### src/rtl/shift_pkg.sv
// Shared command codes and state encoding for the 74HC595-chain frame sequencer
// and the shift driver it controls.
package shift_pkg;

    localparam logic [1:0] CMD_CLR = 2'b00;
    localparam logic [1:0] CMD_SFT = 2'b01;
    localparam logic [1:0] CMD_LAT = 2'b10;
    localparam logic [1:0] CMD_OE  = 2'b11;

    typedef enum logic [2:0] {
        ST_IDLE  = 3'd0,
        ST_OE    = 3'd1,
        ST_CLR   = 3'd2,
        ST_CWAIT = 3'd3,
        ST_SHIFT = 3'd4,
        ST_SWAIT = 3'd5,
        ST_LATCH = 3'd6,
        ST_LWAIT = 3'd7
    } state_e;

endpackage

### src/rtl/shift_ctrl.sv
// Frame sequencer for the 595-chain driver: optional clear, NBYTE shifts, latch,
// and output-enable updates. Optional pre-frame clear enabled by SFT_PRECLR_EN.
module shift_ctrl
    import shift_pkg::*;
#(
    parameter int NBYTE  = 4,
    parameter int TO_CYC = 127
) (
    input  logic               clk,
    input  logic               rst_n,
    input  logic               frm_vld,
    input  logic [8*NBYTE-1:0] frm_data,
    output logic               frm_rdy,
    output logic               frm_done,
    input  logic               oe_req,
    input  logic               oe_val,
    output logic               busy,
    output logic               err,
    input  logic               err_clr,
    output logic               sft_vld,
    output logic [1:0]         sft_cmd,
    output logic               sft_cmd_oen,
    output logic [7:0]         sft_din,
    input  logic               sft_done
);

    localparam logic [3:0] IDX_LAST = 4'(NBYTE - 1);
    localparam logic [6:0] TO_LIM   = 7'(TO_CYC);

    state_e             state_r, state_s;
    logic [3:0]         idx_r, idx_s;
    logic [8*NBYTE-1:0] frame_r;
    logic [8*NBYTE-1:0] img_s;
    logic [6:0]         cnt_r;
    logic               oe_pend_r, oe_pend_s;
    logic               oe_lvl_r, oe_lvl_s;
    logic               err_r;
    logic               accept_s, timeout_s, done_s;

    logic               vld_s, oen_s, rdy_s, busy_s;
    logic [1:0]         cmd_s;
    logic [7:0]         din_s;

    logic               sft_vld_r, sft_oen_r, frm_rdy_r, frm_done_r, busy_r;
    logic [1:0]         sft_cmd_r;
    logic [7:0]         sft_din_r;

    // The first shift of a no-clear frame is issued on the accept edge, before frame_r holds the image
    assign img_s = (state_r == ST_IDLE) ? frm_data : frame_r;

    // Next-state, byte index, pending OE and event decode
    always_comb begin
        state_s   = state_r;
        idx_s     = idx_r;
        accept_s  = 1'b0;
        timeout_s = 1'b0;
        done_s    = 1'b0;
        if (oe_req) begin
            oe_pend_s = 1'b1;
            oe_lvl_s  = oe_val;
        end else begin
            oe_pend_s = oe_pend_r;
            oe_lvl_s  = oe_lvl_r;
        end
        case (state_r)
            ST_IDLE: begin
                if (oe_req || oe_pend_r) begin
                    state_s   = ST_OE;
                    oe_pend_s = 1'b0;
                end else if (frm_vld && frm_rdy_r) begin
                    accept_s = 1'b1;
                    idx_s    = IDX_LAST;
`ifdef SFT_PRECLR_EN
                    state_s  = ST_CLR;
`else
                    state_s  = ST_SHIFT;
`endif
                end else begin
                    state_s = ST_IDLE;
                end
            end
            ST_OE: state_s = ST_IDLE;
`ifdef SFT_PRECLR_EN
            ST_CLR: state_s = ST_CWAIT;
            ST_CWAIT: begin
                if (cnt_r == 7'd1) begin
                    state_s = ST_SHIFT;
                end else begin
                    state_s = ST_CWAIT;
                end
            end
`endif
            ST_SHIFT: state_s = ST_SWAIT;
            ST_SWAIT: begin
                if (sft_done) begin
                    if (idx_r == 4'd0) begin
                        state_s = ST_LATCH;
                    end else begin
                        idx_s   = idx_r - 4'd1;
                        state_s = ST_SHIFT;
                    end
                end else if (cnt_r == TO_LIM) begin
                    timeout_s = 1'b1;
                    state_s   = ST_IDLE;
                end else begin
                    state_s = ST_SWAIT;
                end
            end
            ST_LATCH: state_s = ST_LWAIT;
            ST_LWAIT: begin
                if (sft_done) begin
                    done_s  = 1'b1;
                    state_s = ST_IDLE;
                end else if (cnt_r == TO_LIM) begin
                    timeout_s = 1'b1;
                    state_s   = ST_IDLE;
                end else begin
                    state_s = ST_LWAIT;
                end
            end
            default: state_s = ST_IDLE;
        endcase
    end

    // Command strobe and handshake outputs derived from the state being entered
    always_comb begin
        vld_s = 1'b0;
        cmd_s = sft_cmd_r;
        din_s = sft_din_r;
        oen_s = sft_oen_r;
        case (state_s)
            ST_OE: begin
                vld_s = 1'b1;
                cmd_s = CMD_OE;
                oen_s = oe_lvl_s;
            end
`ifdef SFT_PRECLR_EN
            ST_CLR: begin
                vld_s = 1'b1;
                cmd_s = CMD_CLR;
            end
`endif
            ST_SHIFT: begin
                vld_s = 1'b1;
                cmd_s = CMD_SFT;
                din_s = img_s[{idx_s, 3'b000} +: 8];
            end
            ST_LATCH: begin
                vld_s = 1'b1;
                cmd_s = CMD_LAT;
            end
            default: vld_s = 1'b0;
        endcase
        // Ready is held low for the frm_done cycle and while an OE update waits
        rdy_s  = (state_s == ST_IDLE) && (state_r != ST_LWAIT) && !oe_pend_s;
        busy_s = (state_s != ST_IDLE) || oe_pend_s;
    end

    // FSM state, byte index, frame store and wait counter
    always_ff @(posedge clk or negedge rst_n) begin
        if (!rst_n) begin
            state_r   <= ST_IDLE;
            idx_r     <= 4'd0;
            frame_r   <= '0;
            cnt_r     <= 7'd0;
            oe_pend_r <= 1'b0;
            oe_lvl_r  <= 1'b0;
        end else begin
            state_r   <= state_s;
            idx_r     <= idx_s;
            oe_pend_r <= oe_pend_s;
            oe_lvl_r  <= oe_lvl_s;
            if (accept_s) begin
                frame_r <= frm_data;
            end
            if (state_s != state_r) begin
                cnt_r <= 7'd0;
            end else if ((state_r == ST_SWAIT) || (state_r == ST_LWAIT) || (state_r == ST_CWAIT)) begin
                cnt_r <= cnt_r + 7'd1;
            end else begin
                cnt_r <= 7'd0;
            end
        end
    end

    // Sticky timeout flag; a timeout beats a coincident clear
    always_ff @(posedge clk or negedge rst_n) begin
        if (!rst_n) begin
            err_r <= 1'b0;
        end else if (timeout_s) begin
            err_r <= 1'b1;
        end else if (err_clr) begin
            err_r <= 1'b0;
        end
    end

    // Output registers
    always_ff @(posedge clk or negedge rst_n) begin
        if (!rst_n) begin
            sft_vld_r  <= 1'b0;
            sft_cmd_r  <= 2'b00;
            sft_din_r  <= 8'h00;
            sft_oen_r  <= 1'b0;
            frm_rdy_r  <= 1'b1;
            frm_done_r <= 1'b0;
            busy_r     <= 1'b0;
        end else begin
            sft_vld_r  <= vld_s;
            sft_cmd_r  <= cmd_s;
            sft_din_r  <= din_s;
            sft_oen_r  <= oen_s;
            frm_rdy_r  <= rdy_s;
            frm_done_r <= done_s;
            busy_r     <= busy_s;
        end
    end

    assign sft_vld     = sft_vld_r;
    assign sft_cmd     = sft_cmd_r;
    assign sft_din     = sft_din_r;
    assign sft_cmd_oen = sft_oen_r;
    assign frm_rdy     = frm_rdy_r;
    assign frm_done    = frm_done_r;
    assign busy        = busy_r;
    assign err         = err_r;

endmodule

### config.mk
export PLATFORM = sky130hd
export DESIGN_NAME = shift_ctrl
export DESIGN_NICKNAME = d
export VERILOG_FILES = /design/src/rtl/shift_pkg.sv /design/src/rtl/shift_ctrl.sv
export SDC_FILE = /design/constraint.sdc
export NUM_CORES = 1
export LEC_CHECK = 0
export CAP_MARGIN = 5
export CELL_PAD_IN_SITES_DETAIL_PLACEMENT = 0
export CELL_PAD_IN_SITES_GLOBAL_PLACEMENT = 1
export CORE_MARGIN = 2
export CORE_UTILIZATION = 35
export DETAILED_ROUTE_END_ITERATION = 8
export PLACE_DENSITY = 0.8
export SLEW_MARGIN = 15
export SYNTH_ARGS = -nofsm -noshare
export SYNTH_HDL_FRONTEND = slang
export SYNTH_SLANG_ARGS = --single-unit
### constraint.sdc
create_clock -name clk -period 2.8 [get_ports clk]
set_input_delay 0.56 -clock clk [delete_from_list [all_inputs] [get_ports clk]]
set_output_delay 0.56 -clock clk [all_outputs]
set_load 0.02 [all_outputs]
Word level (Yosys, flattened, before mapping)

Index checks and enable logic that the tools add are counted.

Register bits after elaboration: 64
Bits of input ports: 39
Output and inout port bits: 16
Logic and storage cells: 76

Add/subtract/negate cells: 2
Eq/ne operators: 11
Shift operators: 1
Muxes and demuxes: 32
Reduce and logical (&&, ||, !) cells: 16

Operators by type and width:

| cell                                                               | count |
|---|---|
| 32-bit 2-to-1 mux                                                  | 1 |
| 32-bit by 8-bit variable part select with 8-bit output             | 1 |
| 3-bit == test, second input constant                               | 6 |
| 3-bit 2-to-1 mux                                                   | 6 |
| 4-bit 2-to-1 mux                                                   | 4 |
| 1-bit 2-to-1 mux                                                   | 15 |
| 3-bit case mux with 5 select lines                                 | 1 |
| 7-bit 2-to-1 mux                                                   | 2 |
| 4-bit case mux with 2 select lines                                 | 1 |
| 7-bit by 1-bit adder with 7-bit output, second input constant      | 1 |
| 7-bit == test, second input constant                               | 1 |
| 3-bit logical NOT                                                  | 2 |
| 2-bit case mux with 3 select lines                                 | 1 |
| 3-bit nonzero test                                                 | 2 |
| 4-bit logical NOT                                                  | 1 |
| 1-bit logical OR                                                   | 4 |
| 4-bit by 1-bit subtractor with 4-bit output, second input constant | 1 |
| 3-bit by 1-bit == test with 1-bit output, second input constant    | 1 |
| 3-bit by 2-bit == test with 1-bit output, second input constant    | 1 |
| 1-bit logical AND                                                  | 3 |
| 3-bit inequality test                                              | 1 |
| 3-bit inequality test, second input constant                       | 1 |
| 3-bit OR reduction                                                 | 1 |
| 2-bit 2-to-1 mux                                                   | 1 |
| other kinds (3)                                                    | 3 |

Logic depth before layout (Yosys ltp)

Word-level depth: 7
Depth in mapped cells: 10
Mapped depth without buffers: 8

Worst setup path after synthesis

OpenSTA, ideal clock, no wires.

Kind: input to register
Start: input sft_done
End: register sft_din_r[0] (netlist: sft_din[0])
Setup time: 0.092 ns
Arrival time: 2.167 ns
Required time: 2.708 ns
Slack: 0.542 ns
Cell stages on the path: 7
Path buffers: 2
Cells stage by stage: buf_4 nand4b_4 or4_1 a31o_1 or3_1 buf_6 o31ai_2

Word-level cells in the longest chain between the ends: 3
Elaborated cells on any way between the ends: 7
Those cells by class: eq/ne (1); shift (1); mux (5)

RTL lines:

| what                                                   | RTL line          | RTL |
|---|---|---|
| start, declared                                        | shift_ctrl.sv:24  | `input logic sft_done` |
| 4-bit 2-to-1 mux                                       | shift_ctrl.sv:95  | `if (sft_done) begin` |
| 4-bit case mux with 2 select lines                     | shift_ctrl.sv:65  | `case (state_r)` |
| via idx_s[3]                                           | shift_ctrl.sv:31  | `logic [3:0] idx_r, idx_s;` |
| 32-bit by 8-bit variable part select with 8-bit output | shift_ctrl.sv:146 | `din_s = img_s[{idx_s, 3'b000} +: 8];` |
| end signal, assigned                                   | shift_ctrl.sv:210 | `sft_din_r <= din_s;` |
| end, declared                                          | shift_ctrl.sv:46  | `logic [7:0] sft_din_r;` |

The timed path passes the listed nets, and every way through them passes these cells.
A chain may end at the register's enable or synchronous reset.

Worst setup path after layout

Start: register idx_r[0]
End: register sft_din_r[0] (netlist: sft_din[0])

Word-level cells in the longest chain between the ends: 5
Elaborated cells on any way between the ends: 12
Those cells by class: add/sub (1); eq/ne (1); shift (1); mux (8); reduce/logical (1)

RTL lines:

| what                                                                             | RTL line                           | RTL |
|---|---|---|
| start, declared                                                                  | shift_ctrl.sv:31                   |  |
| start signal, assigned                                                           | shift_ctrl.sv:170                  | `idx_r <= idx_s;` |
| 4-bit by 1-bit subtractor with 4-bit output or 4-bit logical NOT (tied branches) | shift_ctrl.sv:99, shift_ctrl.sv:96 |  |
| 4-bit 2-to-1 mux (*)                                                             | shift_ctrl.sv:96                   | `if (idx_r == 4'd0) begin` |
| 4-bit 2-to-1 mux (*)                                                             | shift_ctrl.sv:95                   |  |
| 4-bit case mux with 2 select lines (*)                                           | shift_ctrl.sv:65                   |  |
| via idx_s[3]                                                                     | shift_ctrl.sv:31                   |  |
| 32-bit by 8-bit variable part select with 8-bit output (*)                       | shift_ctrl.sv:146                  |  |

The timed path passes the listed nets; every way through them passes the cells marked *.

==> results.txt <==
Status -> finished, final reports clean
Worst setup margin -> 281 ps
CTS tree -> done
Fmax -> 397 MHz
Initial antenna violation count -> 0
Prevailing post-synth register cell -> dfrtp_1
Critical-path cell list -> inv_1 > ha_1 > nor3b_1 > and2_1 > nor3_1 > a31o_1 > or3_1 > buf_4 > o31ai_2
Hold buffers post-CTS -> 0
Sequential cell area -> 0.00160 sq mm
Routed met2 length -> 3730 um
Reg clk slew, reported paths -> 70 ps
Worst setup EP type -> register
Max Cap Viol -> 0
Top sig layer -> met4
Max Slew Vio Count -> 0
Postcts setup bufs -> 0
Ant. Diodes -> 0
Post-Syn Nets -> 367
Die width -> 101 um
Synth Cell Area -> 0.00331 sq mm
Commonest non-fill, non-tap cell in the layout -> dfrtp_1
Final HPWL DP -> 5510 um
CP arrival -> 2770 ps
Top delay family on crit path -> simple AND/OR/NAND/NOR gates
Area of the multi-input gates -> 0.00157 sq mm
Pin count of the biggest net entering global routing -> 36
Clock latency on the worst-skew pair -> 340 ps
1st-iter DRT viols -> 136
IO Count -> 55
Avg WL per Cell -> 15.9 um
Fin. Hold Viols -> 0
Fin nets -> 422
Tcrit/Tclk final -> 90.0%
Tmin final -> 2520 ps
Rows -> 35
Slew headroom -> 53.1%
Post-synthesis cell count -> 326
Global-route wire length before repair -> 13,600 um
Root Buffer Master -> clkbuf_8
H-tree depth -> 3
Routability cong. -> 0.761
# setup viols final -> 0
Worst Hold Class -> in -> async
CP Data Required Time -> 3050 ps
Worst Setup Path Type -> reg -> reg
Post-route DRC -> 0
Vias -> 2,758
Post-layout util -> 46.0%
Global route overflow -> 0
Worst vdd ir -> 0.000346 V
Final Skew -> 10.2 ps
Critical Path Fanout Max -> 8
Total GRT Usage -> 16.8%
Port-buffer cells -> 54
Total CTS buffers -> 9
Vias in the first global route -> 2,781
CP max stage cell -> nor3b_1
Die area -> 0.0102 sq mm
RSZ-0062 raised after global routing -> false
EDFF count, synth -> 0
CORE AREA -> 0.00920 sq mm
Area Overhead vs Synth -> 28.0%
Async SR Flop Fraction -> 100%
Clock tree buffer depth -> 2
Drt first pass iters -> 4
Setup_tns -> 0 ps
Post-synthesis register bit count -> 64
Vias per cell -> 5.55
WP buf/inv -> 2
Worst Setup SP -> idx_r[0]
CP Launch Type -> register
Initial Utilization -> 36.0%
Critical Path Max Stage Delay -> 390 ps
Met3 WL -> 343 um
DP Worst Slack -> 47.1 ps
WL final -> 7890 um
Worst slew pin tran -> 703 ps
# clock sinks -> 64
Leak Pwr -> 1.84 nW
Layout cells sized above 1 -> 15.8%
RR Startpoint -> idx_r[0]
Antenna-violating nets left -> 0
Post-CTS Resized -> 0
Yosys warns -> 0
Post-Synthesis Mean Instance Area -> 10.1 sq um
Die height -> 101 um
Most frequent cells in the layout -> dfrtp_1, clkdlybuf4s50_1, nand2_1
PwrDens -> 970 mW/mm^2
Fillers -> 882
Number of library cell types mapped by synthesis -> 47
Sequential share of the synthesized area -> 48.4%
Met1 WL -> 3770 um
[cell type report]
type,count,area share [%]
Multi-Input combinational cell,230,37.2
Tap cell,111,3.28
Inverter,6,0.532
Clock inverter,4,1.06
Sequential cell,64,37.9
Timing Repair Buffer,70,16.7
Clock buffer,12,3.43
[layer usage]
layer	vias to the layer above	track usage (%)
li1	1322	-
met1	1362	22.6
met2	70	27.3
met3	4	4.62
met4	0	3.64
met5	-	0
[synth_stat cells, drive strengths merged (2+ instances only)]
master	number	share of area, %
nor2	18	2.0
a21oi	2	0.30
ha	2	0.76
inv	6	0.68
o22ai	16	3.0
buf	9	1.7
and3	4	0.76
xnor2	5	1.3
o31ai	7	2.6
a31oi	16	3.0
o21ai	20	3.0
or3	2	0.38
dfrtp	63	48
or2	2	0.38
nand2	49	5.6
mux2	34	12
nand3	11	1.7
clkbuf	17	1.9
a22oi	2	0.45
nor3	3	0.45
o221ai	17	4.5
[sequential cells by signal, summed over array words and instances (netlist names)]
name and flops:
idx_r 4, sft_cmd 2, sft_din 8, oe_pend_r 1
frm_rdy 1, sft_vld 1, frm_done 1, err 1
busy 1, frame_r 32, sft_cmd_oen 1, state_r 3
oe_lvl_r 1, cnt_r 7
[power by group]
group	leakage, nW	switching [mW]	internal, mW	total [mW]
registers	0.836	0.215	1.16	1.37
logic	0.905	1.09	0.867	1.96
clock network	0.100	0.344	0.432	0.776
total	1.84	1.65	2.45	4.11
[worst register-to-register path: cells and delay by family (launching register included)]
family	cells	cell delay, ps
buf+inv	2	350
fa+ha+maj	1	200
flops	1	380
simple gates	4	1070
compound gates	2	430
[cell families (layout without fill, tap and decap cells)]
logic type | count (synthesis) | after routing | synth area share [%]
and+or+nand+nor | 99 | 99 | 14.0
buffers and inverters | 32 | 92 | 4.27
adders and majority gates | 2 | 2 | 0.756
xor gates and xnor gates | 6 | 6 | 1.59
DFF | 64 | 64 | 48.4
muxes | 35 | 35 | 11.9
AOI/OAI and AO/OA | 88 | 88 | 19.0
[final timing paths]
path | endpoint | slack, ps | depth (start not counted)
min reg2reg | cnt_r[0] | 470 | 1
max reg2reg | sft_din[0] | 280 | 9
max | sft_din[0] | 280 | 9
min in group clk | cnt_r[0] | 470 | 1
max in group asynchronous | frame_r[21] | 1900 | 2
min | cnt_r[1] | 260 | 1
[per-stage QoR]
stage | cell area (sq um) | std cells | hold WS, ps | power (mW)
3_5_place_dp | 4040 | 481 | 457 | 3.35
3_3_place_gp | 4040 | 481 | 442 | 3.31
5_1_grt | 4230 | 497 | 310 | 4.42
6_report | 4230 | 497 | 262 | 4.11
2_1_floorplan | 3310 | 326 | 264 | 2.67
4_1_cts | 4230 | 497 | 267 | 4.14
Note: power is estimated with default switching activity, not from simulation.
